### config.mk
export PLATFORM = sky130hd
export DESIGN_NAME = hdub_core_logic_bin_gate_seq_flat
export DESIGN_NICKNAME = d
export VERILOG_FILES = /design/src/rtl/hdub_core_logic_bin_gate_seq_pkg.sv /design/src/rtl/hdub_core_logic_bin_gate_seq_if.sv /design/src/rtl/hdub_core_logic_bin_gate_chunk.sv /design/src/rtl/hdub_core_logic_bin_gate_seq.sv /design/src/flat_wrapper.sv
export SDC_FILE = /design/constraint.sdc
export NUM_CORES = 1
export LEC_CHECK = 0
export BUFFER_PORTS_ARGS = -buffer_cell sky130_fd_sc_hd__clkbuf_2
export CORE_MARGIN = 2
export CORE_UTILIZATION = 50
export DETAILED_ROUTE_END_ITERATION = 10
export PLACE_DENSITY = 0.86
export SLEW_MARGIN = 20
export SYNTH_ARGS = -nofsm -noshare
export SYNTH_HDL_FRONTEND = slang
export SYNTH_SLANG_ARGS = --single-unit
### constraint.sdc
create_clock -name clk -period 2.4 [get_ports clk]
set_input_delay 0.24 -clock clk [delete_from_list [all_inputs] [get_ports clk]]
set_output_delay 0.24 -clock clk [all_outputs]
set_load 0.05 [all_outputs]
### src/rtl/hdub_core_logic_bin_gate_seq_pkg.sv
`default_nettype none
// ============================================================================
// Module   : hdub_core_logic_gate (package)
// Brief    : Gate-type and sequencer-state enums shared by the bin-gate slice.
// Revision : 1.0 - initial release
// ============================================================================
package hdub_core_logic_gate;

    typedef enum logic [1:0] {
        GATE_AND = 2'd0,
        GATE_OR  = 2'd1,
        GATE_XOR = 2'd2
    } gate_t;

    typedef enum logic [1:0] {
        IDLE = 2'd0,
        RUN  = 2'd1,
        DONE = 2'd2
    } seq_state_t;

    // Chunk index width; a single-chunk build still needs one bit.
    function automatic int idx_width(input int n);
        return (n > 1) ? $clog2(n) : 1;
    endfunction

endpackage
`default_nettype wire

### src/rtl/hdub_core_logic_bin_gate_seq_if.sv
`default_nettype none
// ============================================================================
// Module   : hdub_core_logic_bin_gate_seq_if
// Brief    : Request/result handshake bundle. HDUB_CORE_LOGIC_BIN_GATE_SEQ_ZFLAG_EN
//            adds the out_zero signal.
// Revision : 1.0 - initial release
// ============================================================================
interface hdub_core_logic_bin_gate_seq_if
    import hdub_core_logic_gate::*;
#(
    parameter int WIDTH = 32
);
    logic             in_valid;
    logic             in_ready;
    gate_t            in_op;
    logic [WIDTH-1:0] in_a;
    logic [WIDTH-1:0] in_b;
    logic             out_valid;
    logic             out_ready;
    logic [WIDTH-1:0] out_result;
    logic             out_err;
`ifdef HDUB_CORE_LOGIC_BIN_GATE_SEQ_ZFLAG_EN
    logic             out_zero;
`endif

    modport master (
        output in_valid, in_op, in_a, in_b, out_ready,
        input  in_ready, out_valid, out_result, out_err
`ifdef HDUB_CORE_LOGIC_BIN_GATE_SEQ_ZFLAG_EN
        , input out_zero
`endif
    );

    modport slave (
        input  in_valid, in_op, in_a, in_b, out_ready,
        output in_ready, out_valid, out_result, out_err
`ifdef HDUB_CORE_LOGIC_BIN_GATE_SEQ_ZFLAG_EN
        , output out_zero
`endif
    );

endinterface
`default_nettype wire

### src/rtl/hdub_core_logic_bin_gate_chunk.sv
`default_nettype none
// ============================================================================
// Module   : hdub_core_logic_bin_gate_chunk
// Brief    : Combinational CHUNK-wide AND/OR/XOR with unsupported-op flag.
// Revision : 1.0 - initial release
// ============================================================================
module hdub_core_logic_bin_gate_chunk
    import hdub_core_logic_gate::*;
#(
    parameter int CHUNK = 8
) (
    input  gate_t            i_op,
    input  logic [CHUNK-1:0] i_a,
    input  logic [CHUNK-1:0] i_b,
    output logic [CHUNK-1:0] o_y,
    output logic             o_err
);

    always_comb begin
        o_y   = '0;
        o_err = 1'b0;
        case (i_op)
            GATE_AND: o_y = i_a & i_b;
            GATE_OR:  o_y = i_a | i_b;
            GATE_XOR: o_y = i_a ^ i_b;
            default:  o_err = 1'b1;
        endcase
    end

endmodule
`default_nettype wire

### src/rtl/hdub_core_logic_bin_gate_seq.sv
`default_nettype none
// ============================================================================
// Module   : hdub_core_logic_bin_gate_seq
// Brief    : Bit-serial (CHUNK bits/cycle) bitwise gate with valid/ready
//            handshake. Define HDUB_CORE_LOGIC_BIN_GATE_SEQ_ZFLAG_EN for out_zero.
// Revision : 1.0 - initial release
// ============================================================================
module hdub_core_logic_bin_gate_seq
    import hdub_core_logic_gate::*;
#(
    parameter int WIDTH = 32,
    parameter int CHUNK = 8
) (
    input  logic                           clk,
    input  logic                           rst_n,
    hdub_core_logic_bin_gate_seq_if.slave  bus
);

    localparam int                 c_NCHUNK = WIDTH / CHUNK;
    localparam int                 c_IDX_W  = idx_width(c_NCHUNK);
    localparam logic [c_IDX_W-1:0] c_LAST   = c_IDX_W'(c_NCHUNK - 1);

    seq_state_t         r_state;
    logic [c_IDX_W-1:0] r_idx;
    gate_t              r_op;
    logic [WIDTH-1:0]   r_a;
    logic [WIDTH-1:0]   r_b;
    logic [WIDTH-1:0]   r_result;
    logic               r_valid;
    logic               r_err;

    logic               w_in_ready;
    logic               w_accept;
    logic               w_last;
    logic [CHUNK-1:0]   w_a_chunk;
    logic [CHUNK-1:0]   w_b_chunk;
    logic [CHUNK-1:0]   w_y;
    logic               w_err;

    // Gated by rst_n so the port reads low for the whole reset window.
    assign w_in_ready = rst_n && ((r_state == IDLE) || ((r_state == DONE) && bus.out_ready));
    assign w_accept   = bus.in_valid && w_in_ready;
    assign w_last     = (r_idx == c_LAST);
    assign w_a_chunk  = r_a[r_idx*CHUNK +: CHUNK];
    assign w_b_chunk  = r_b[r_idx*CHUNK +: CHUNK];

    hdub_core_logic_bin_gate_chunk #(
        .CHUNK (CHUNK)
    ) u_chunk (
        .i_op  (r_op),
        .i_a   (w_a_chunk),
        .i_b   (w_b_chunk),
        .o_y   (w_y),
        .o_err (w_err)
    );

    always_ff @(posedge clk) begin
        if (!rst_n) begin
            r_state  <= IDLE;
            r_idx    <= '0;
            r_op     <= GATE_AND;
            r_a      <= '0;
            r_b      <= '0;
            r_result <= '0;
            r_valid  <= 1'b0;
            r_err    <= 1'b0;
        end else begin
            case (r_state)
                RUN: begin
                    r_result[r_idx*CHUNK +: CHUNK] <= w_y;
                    if (w_last) begin
                        r_state <= DONE;
                        r_valid <= 1'b1;
                        r_err   <= w_err;
                    end else begin
                        r_idx <= r_idx + 1'b1;
                    end
                end
                DONE: begin
                    if (bus.out_ready) begin
                        r_valid <= 1'b0;
                        r_state <= IDLE;
                    end
                end
                default: ;
            endcase
            // Accept overrides the DONE->IDLE move so back-to-back skips IDLE.
            if (w_accept) begin
                r_op    <= bus.in_op;
                r_a     <= bus.in_a;
                r_b     <= bus.in_b;
                r_idx   <= '0;
                r_state <= RUN;
            end
        end
    end

    assign bus.in_ready   = w_in_ready;
    assign bus.out_valid  = r_valid;
    assign bus.out_result = r_result;
    assign bus.out_err    = r_err;

`ifdef HDUB_CORE_LOGIC_BIN_GATE_SEQ_ZFLAG_EN
    logic r_zacc;
    logic r_zero;
    logic w_chunk_zero;

    assign w_chunk_zero = ~|w_y;

    always_ff @(posedge clk) begin
        if (!rst_n) begin
            r_zacc <= 1'b0;
            r_zero <= 1'b0;
        end else begin
            if (w_accept) begin
                r_zacc <= 1'b1;
            end else if (r_state == RUN) begin
                r_zacc <= r_zacc & w_chunk_zero;
            end
            if ((r_state == RUN) && w_last) begin
                r_zero <= r_zacc & w_chunk_zero;
            end else if ((r_state == DONE) && bus.out_ready) begin
                r_zero <= 1'b0;
            end
        end
    end

    assign bus.out_zero = r_zero;
`endif

endmodule
`default_nettype wire

### src/flat_wrapper.sv
// flat-port wrapper written by rule: the top's interface ports become plain ports
module hdub_core_logic_bin_gate_seq_flat import hdub_core_logic_gate::*;
#(
    parameter int WIDTH = 32,
    parameter int CHUNK = 8
)
  (clk, rst_n, bus_in_valid, bus_in_op, bus_in_a, bus_in_b, bus_out_ready, bus_in_ready, bus_out_valid, bus_out_result, bus_out_err);
  hdub_core_logic_bin_gate_seq_if #(.WIDTH(WIDTH)) bus_i ();
  input  logic clk;
  input  logic rst_n;
  input wire logic [$bits(bus_i.in_valid)-1:0] bus_in_valid;
  input wire logic [$bits(bus_i.in_op)-1:0] bus_in_op;
  input wire logic [$bits(bus_i.in_a)-1:0] bus_in_a;
  input wire logic [$bits(bus_i.in_b)-1:0] bus_in_b;
  input wire logic [$bits(bus_i.out_ready)-1:0] bus_out_ready;
  output wire logic [$bits(bus_i.in_ready)-1:0] bus_in_ready;
  output wire logic [$bits(bus_i.out_valid)-1:0] bus_out_valid;
  output wire logic [$bits(bus_i.out_result)-1:0] bus_out_result;
  output wire logic [$bits(bus_i.out_err)-1:0] bus_out_err;
  assign bus_i.in_valid = bus_in_valid;
  assign bus_i.in_op = bus_in_op;
  assign bus_i.in_a = bus_in_a;
  assign bus_i.in_b = bus_in_b;
  assign bus_i.out_ready = bus_out_ready;
  assign bus_in_ready = bus_i.in_ready;
  assign bus_out_valid = bus_i.out_valid;
  assign bus_out_result = bus_i.out_result;
  assign bus_out_err = bus_i.out_err;
  hdub_core_logic_bin_gate_seq #(.WIDTH(WIDTH), .CHUNK(CHUNK)) u_core (.clk(clk), .rst_n(rst_n), .bus(bus_i));
endmodule
Yosys cells after proc, flatten, opt, wreduce, memory -nomap -nowiden
Index checks and enable logic that the tools add are counted.

Register bits: 104. Bits of input ports: 70.

Reductions and logical operators: 14. $add $sub $neg: 2. Shift operators: 4. Bitwise operators: 5. Muxes and demuxes: 10. Equality and inequality tests: 9.

Operators with widths (number): 32-bit by 6-bit indexed part select with 8-bit output (2); 5-bit negation with 34-bit output (1); 8-bit by 34-bit variable shift with 32-bit output, first input constant (1); 8-bit by 34-bit indexed part select with 32-bit output (1); 32-bit bitwise mux (1); 8-bit case mux with 3 select lines (1); 8-bit AND (1); 8-bit OR (1); 8-bit XOR (1); 2-bit == test, second input constant (3); 3-bit AND reduction (2); 2-bit by 1-bit == test with 1-bit output, second input constant (2); 2-bit logical NOT (2); 1-bit 2-to-1 mux (4); 2-bit 2-to-1 mux (2); 2-bit case mux with 2 select lines (1); 2-bit AND reduction (2); 1-bit logical AND (3); 3-bit by 1-bit inequality test with 1-bit output, second input constant (1); 3-bit by 2-bit inequality test with 1-bit output, second input constant (1); 3-bit nonzero test (1); 3-bit OR reduction (1); 2-bit by 1-bit adder with 2-bit output, second input constant (1); 2-bit by 1-bit inequality test with 1-bit output, second input constant (1); 6 further kinds (7).

Logic depth before layout (Yosys ltp)
Gate-level depths: netlist of run 1.

Word-level depth: 7. Gate-level depth with buffers: 8. Gate-level depth less buffers: 6.

By module
A second synthesis of run 1 with hierarchy kept.

Cell total of the unflattened synthesis: 475. Area total of the unflattened synthesis: 4919.7 um2.

Modules (own cells, without submodules): hdub_core_logic_bin_gate_seq (cells each 422, seq. area each 2082.0 um2, instances 1, area each 4428.0 um2); hdub_core_logic_bin_gate_chunk (cells each 53, seq. area each 0.0 um2, instances 1, area each 491.7 um2).

Worst setup path after synthesis of run 1
OpenSTA, ideal clock, no wires.

Path kind: flip-flop to flip-flop. Start point: reg u_core.r_idx[0]. End point: reg u_core.r_result[15] (netlist: u_core.bus.out_result[15]). Arrival: 2.044 ns. Path slack: 0.230 ns. Stages on the path, launching flop included: 9. Path through: dfxtp_1 buf_6 buf_6 mux4_2 inv_1 ha_1 mux2_2 o21ai_2 o21ai_0.

Longest elaborated chain between the ends: 5. Elaborated cells on any way between the ends: 10. Those cells by class: add/sub (1); shift (4); mux (2); bitwise (3).

RTL lines: start: declaration (RTL line hdub_core_logic_bin_gate_seq.sv:24) `logic [c_IDX_W-1:0] r_idx;`; start signal: assignment (RTL line hdub_core_logic_bin_gate_seq.sv:76) `r_idx <= r_idx + 1'b1;`; 32-bit by 6-bit indexed part select with 8-bit output, on equally long branches (RTL line hdub_core_logic_bin_gate_seq.sv:44, hdub_core_logic_bin_gate_seq.sv:45); 8-bit XOR, or another cell as far along (RTL line hdub_core_logic_bin_gate_chunk.sv:25) `GATE_XOR: o_y = i_a ^ i_b;`; 8-bit case mux with 3 select lines (RTL line hdub_core_logic_bin_gate_chunk.sv:22) `case (i_op)`; 8-bit by 34-bit indexed part select with 32-bit output (RTL line hdub_core_logic_bin_gate_seq.sv:70) `r_result[r_idx*CHUNK +: CHUNK] <= w_y;`; 32-bit bitwise mux (*) (RTL line hdub_core_logic_bin_gate_seq.sv:70); end signal: indexed assignment (RTL line hdub_core_logic_bin_gate_seq.sv:70); end: declaration (RTL line hdub_core_logic_bin_gate_seq.sv:28) `logic [WIDTH-1:0] r_result;`.

Mark *: on every way between the ends. The rest lies on a longest branch, timed or not. A chain may end at the register's enable or synchronous reset.

Worst setup path after layout of run 1
Start point: reg u_core.r_idx[0]. End point: reg u_core.r_result[14] (netlist: u_core.bus.out_result[14]).

Same word-level chain as after synthesis.

==> flow_summary.json, run 1 <==
{
  "synth_seq_cells": 104,
  "synth_nets": 605,
  "drive_gt1_frac": 0.2635,
  "cts_resized": 0,
  "hp-start": "bus_in_b[21]",
  "cts_tree": "built",
  "final.fill_count": 793,
  "finClkSkew_ns": 0.01277,
  "clock_sinks": 104,
  "dieArea_mm2": 0.01044,
  "p_seq_frac": 0.463,
  "min_period_over_period": 0.9075,
  "gp_congestion": 0.8255,
  "yosysWarnings": 0,
  "worstReg2RegStart": "u_core.r_idx[0]",
  "routed-wl-met3_um": 591,
  "nNetsFinal": 701,
  "reg2reg_depth": 7,
  "drv_slew": 0,
  "p_int_mw": 3.157,
  "wl_met2_um": 5257,
  "whs_ns": 0.07506,
  "drt_drc_violations_left": 0,
  "wl_per_cell_um": 14.07,
  "fin_setup_tns_ns": 0,
  "fmax_ghz": 0.4592,
  "ios": 105,
  "fin_cells": 740,
  "arrival_ns": 2.43,
  "clockPowerShare": 0.238,
  "die_x_um": 102.2,
  "portBuffers": 104,
  "min_to": "u_core.r_b[21]",
  "drt_iter0_drc": 128,
  "syn2layout_area_growth_pct": 17.29,
  "reg2reg_slack_ns": 0.22,
  "vias": 3744,
  "required_ns": 2.65,
  "yosysSeqAreaShare": 0.4319,
  "total_power_mw": 4.764,
  "reg2reg_to": "u_core.bus.out_result[14]",
  "cts_setup_buffers": 0,
  "clk_path_buf_depth": 2,
  "grt_max_degree": 67,
  "dp.cells": 724,
  "min_period_ns": 2.178,
  "cp-end-kind": "flip-flop",
  "wl_um": 10410,
  "clock_latency_ns": 0.37,
  "crit_type": "flip-flop to flip-flop",
  "power_frac_comb": 0.300,
  "start_util": 0.5193,
  "place_area_mm2": 0.005440,
  "drt_pre_antenna_iters": 4,
  "cp-start-kind": "flip-flop",
  "antenna_cells": 0,
  "synthCells": 510,
  "final_area_mm2": 0.005654,
  "final_core_util": 0.6090,
  "cts.clk_slew.worst_paths_ns": 0.10,
  "slew_headroom": 0.4565,
  "critPathMaxFanout": 14,
  "worst-slew-pin-transition_ns": 0.8142,
  "via_per_inst": 5.059,
  "grt_pass1_wl_um": 17190,
  "dp_hpwl_um": 7910,
  "pre_cts_ws_ns": 0.2146,
  "leakagePower_nw": 2.612,
  "power.density_mw_per_mm2": 842.5,
  "yosys-top-cells-area": "dfxtp_1 (43%), mux2i_1 (14%), nand2_1 (8.1%), mux4_2 (7.5%), inv_1 (6.8%)",
  "synth_cell_types": 32,
  "rsz0062_at_grt": "no",
  "final_antenna_net_count": 0,
  "grt_use_total": 0.2118,
  "maxCapViolCount": 0,
  "hold_class": "input pin to flip-flop",
  "root_buffer": "clkbuf_8",
  "cts_hold_buf": 0,
  "hold_viol": 0,
  "clock_tree.htree_level_count": 3,
  "drt-met1-wl_um": 4222,
  "top_layer": "met4",
  "grt_pass1_vias": 3819,
  "antenna_found_initial": 0,
  "finalSetupViolCount": 0,
  "synth_area_per_cell_um2": 9.453,
  "status": "completed",
  "power_switching_share": 0.3373,
  "die_h_um": 102.2,
  "synth_top_area_frac": 0.4319,
  "ir_worst_vdd_mv": 0.4163,
  "overflow": 0,
  "worst_slack_ns": 0.2221,
  "rows": 35,
  "cts_made_buffers": 9,
  "min_delay_path_depth": 3,
  "syn_area_mm2": 0.004821,
  "core_area_mm2": 0.009284,
  "power_switching_mw": 1.607,
  "synth_top_cell_by_area": "dfxtp_1"
}
## worst max-delay path: stages, from the launching register on
cell and delay (ns):
dfxtp_1 0.38, buf_12 0.18, mux4_2 0.55, inv_1 0.09, ha_1 0.22, mux2_2 0.28
o21ai_2 0.22, o21ai_0 0.14
## synthesized netlist by cell type, drive strengths merged
cell type  instances
o21ai             49
a31o               1
nand3              2
and4b              1
clkbuf             9
a21boi             5
mux2               8
a211oi             1
nand2            104
a21oi              1
inv               87
nor2               3
a31oi              1
nand4              1
or4                2
and4               1
nor3b              1
nand2b             2
dfxtp            104
xnor2              1
mux4              16
nand3b             1
buf               16
nor2b              1
mux2i             67
ha                25
## flip-flops by register name (all words and copies together), names as in the netlist
register               count
u_core.bus.out_err         1
u_core.bus.out_result     32
u_core.bus.out_valid       1
u_core.r_a                32
u_core.r_b                32
u_core.r_idx               2
u_core.r_op                2
u_core.r_state             2
## placed cells by master (no fill, tap or decap), types with 3 or more instances in the layout
master / n
ha_1: 25
a21boi_1: 3
mux4_2: 16
mux2_2: 8
clkbuf_8: 10
inv_1: 87
clkbuf_2: 104
clkinv_4: 4
mux2i_1: 67
nand2_1: 104
o21ai_2: 9
o21ai_1: 15
buf_4: 4
dfxtp_1: 104
o21ai_0: 25
## power by group through the flow
stage | registers [mW] | logic, mW | clock network [mW]
after global routing | 2.23 | 1.58 | 1.23
after CTS | 2.20 | 1.44 | 1.16
after floorplan | 2.24 | 1.05 | 0
after global placement | 2.22 | 1.37 | 0
final | 2.20 | 1.43 | 1.13
after detailed placement | 2.24 | 1.43 | 0
## metal layers
layer	vias up	GRT usage
met2	134	0.3735
met1	1738	0.2478
met5	-	0
li1	1842	-
met3	30	0.04104
met4	0	0.1005
## cell type report
type | instances | area [µm²] | share of cell area
multi-input combinational | 294 | 2280 | 0.4032
sequential | 104 | 2082 | 0.3682
timing repair buffer | 110 | 590.6 | 0.1044
inverter | 87 | 326.6 | 0.05776
tap | 129 | 161.4 | 0.02855
clock buffer | 10 | 137.6 | 0.02434
clock inverter | 6 | 76.32 | 0.01350
## cell families after synthesis
kind of cell	share of synthesized area
buf+inv	0.09681
simple gates	0.1007
xor+xnor	0.001817
mux	0.2325
flops	0.4319
fa+ha+maj	0.06488
compound gates	0.07137
## worst max-delay path by stage
stage | slack, ns | from | to
floorplan | 0.23 | u_core.r_idx[0] | u_core.bus.out_result[15]
global placement | 0.26 | u_core.r_idx[0] | u_core.bus.out_result[13]
detailed placement | 0.21 | u_core.r_idx[0] | u_core.bus.out_result[14]
CTS | 0.20 | u_core.r_idx[0] | u_core.bus.out_result[14]
global route | 0.12 | u_core.r_idx[0] | u_core.bus.out_result[12]
finish | 0.22 | u_core.r_idx[0] | u_core.bus.out_result[14]
(Power assumes the default switching activity.)
==> run 2: changes to the inputs <==
--- a/config.mk
+++ b/config.mk
@@ -9,7 +9,7 @@
 export CORE_MARGIN = 2
 export CORE_UTILIZATION = 50
 export DETAILED_ROUTE_END_ITERATION = 10
-export PLACE_DENSITY = 0.86
+export PLACE_DENSITY = 0.74
 export SLEW_MARGIN = 20
 export SYNTH_ARGS = -nofsm -noshare
 export SYNTH_HDL_FRONTEND = slang
==> run 2 against run 1 <==
  * Count of clock-buffer cells in the layout rose by 1
  * Non-clock buffer count rose by 1
  * Critical endpoint unchanged
  * Flip-flop and latch count did not move
  * Routed wire length fell by 2.0%
  * Combinational power barely moved
  * Maximum frequency fell by 0.76%
  * Hold slack improved by 0.011 ns
  * Largest cell class unchanged
  * Final area fell by 0.38%
  * Clock skew fell by 0.0028 ns
  * Sequential power barely moved
  * Power fell by 3.1%
==> flow_summary.json, run 2 (synthesized netlist as in run 1, its figures left out) <==
{
  "drive_gt1_frac": 0.2631,
  "min_period_ns": 2.195,
  "required_ns": 2.64,
  "crit_type": "flip-flop to flip-flop",
  "reg2reg_depth": 7,
  "portBuffers": 104,
  "startpoint": "u_core.r_idx[0]",
  "grt_pass1_vias": 3775,
  "finClkSkew_ns": 0.01002,
  "cp-end-kind": "flip-flop",
  "grt_pass1_wl_um": 17000,
  "status": "completed",
  "layout_common_cells": "nand2_1 (104), clkbuf_2 (104), dfxtp_1 (104)",
  "dp_hpwl_um": 7707,
  "dieArea_mm2": 0.01044,
  "drt_drc_violations_left": 0,
  "slew_headroom": 0.4900,
  "cp-endpoint": "u_core.bus.out_result[14]",
  "path_delay_family": "multiplexers",
  "root_buffer": "clkbuf_8",
  "cts.clk_slew.worst_paths_ns": 0.10,
  "drt_iter0_drc": 109,
  "nNetsFinal": 702,
  "hold_viol": 0,
  "vias": 3721,
  "cts_resized": 0,
  "clock_sinks": 104,
  "leakagePower_nw": 2.601,
  "antenna_cells": 0,
  "cts_tree": "built",
  "reg2reg_slack_ns": 0.21,
  "grt_use_total": 0.2094,
  "path_buf_inv": 2,
  "power.density_mw_per_mm2": 819.7,
  "fin_cells": 741,
  "clk_path_buf_depth": 2,
  "gp_congestion": 0.7847,
  "wl_um": 10200,
  "fmax_ghz": 0.4557,
  "wl_per_cell_um": 13.77,
  "finalSetupViolCount": 0,
  "cts_made_buffers": 9,
  "ir_worst_vdd_mv": 0.3919,
  "crit_cells": 7,
  "cts_hold_buf": 0,
  "cp_cell_sequence": "buf_12 -> mux4_2 -> inv_1 -> ha_1 -> mux2_2 -> o21ai_2 -> o21ai_0",
  "min_period_over_period": 0.9144,
  "dp.cells": 725,
  "via_per_inst": 5.022,
  "die_h_um": 102.2,
  "cts_setup_buffers": 0,
  "worstReg2RegStart": "u_core.r_idx[0]",
  "clock_tree.htree_level_count": 3,
  "ios": 105,
  "clock_latency_ns": 0.36,
  "arrival_ns": 2.43,
  "rows": 35,
  "final.fill_count": 832,
  "core_area_mm2": 0.009284,
  "grt_max_degree": 68,
  "start_util": 0.5193,
  "cp-start-kind": "flip-flop",
  "maxCapViolCount": 0,
  "drt_pre_antenna_iters": 4,
  "hold_class": "input pin to flip-flop",
  "overflow": 0,
  "syn2layout_area_growth_pct": 16.84,
  "slowest_stage": "mux4_2",
  "reg2reg_to": "u_core.bus.out_result[14]",
  "drv_slew": 0,
  "rsz0062_at_grt": "no",
  "die_x_um": 102.2,
  "fin_setup_tns_ns": 0,
  "antenna_found_initial": 0,
  "critPathMaxStageDelay_ns": 0.55,
  "critPathMaxFanout": 15,
  "final_antenna_net_count": 0,
  "worst-slew-pin-transition_ns": 0.7640
}
## run 2: layout make-up
cell class,count,area (µm²),area share
sequential,104,2082,0.3696
inverter,87,326.6,0.05797
clock inverter,5,31.28,0.005553
multi-input combinational,294,2280,0.4047
timing repair buffer,111,610.6,0.1084
tap,129,161.4,0.02865
clock buffer,11,141.4,0.02510
## run 2: worst min-delay path by stage
stage | startpoint | to | slack (ns) | cells past startpoint
after floorplan | bus_in_a[0] | u_core.r_a[0] | 0.38 | 2
after detailed placement | u_core.bus.out_result[22] | u_core.bus.out_result[22] | 0.44 | 2
final | bus_in_b[21] | u_core.r_b[21] | 0.09 | 3
after CTS | bus_in_b[21] | u_core.r_b[21] | 0.07 | 3
after global routing | bus_in_b[11] | u_core.r_b[11] | 0.08 | 3
after global placement | u_core.bus.out_result[9] | u_core.bus.out_result[9] | 0.44 | 2
## run 2: metal layers
metal  global-route usage  vias to the layer above  share of wire
met5                    0                        -              0
met4              0.09641                        0          0.023
met3              0.03352                       17          0.049
met2               0.3674                      104           0.51
met1               0.2524                     1760           0.42
li1                     -                     1840              -
## run 2: power breakdown
| group | internal (mW) | leakage (nW) | total, mW | switching (mW) |
|---|---|---|---|---|
| logic | 0.638 | 1.66 | 1.44 | 0.800 |
| clock network | 0.405 | 0.0895 | 0.995 | 0.590 |
| registers | 2.00 | 0.851 | 2.18 | 0.186 |
| total | 3.04 | 2.60 | 4.62 | 1.58 |
## run 2: metrics by stage
stage,hold WS [ns],utilization,area (µm²),setup slack [ns],total power [mW]
finish,0.08608,0.6067,5633,0.2055,4.617
global route,0.07877,0.6067,5633,0.04131,4.923
CTS,0.07373,0.6067,5633,0.1667,4.660
detailed placement,0.4422,0.5881,5460,0.1828,3.678
global placement,0.4368,0.5881,5460,0.2544,3.603
floorplan,0.3756,-,4821,0.2301,3.289
## run 2: tightest hold or removal path, stage by stage
cell and delay, ns:
clkbuf_2 0.08, inv_1 0.04, mux2i_1 0.05
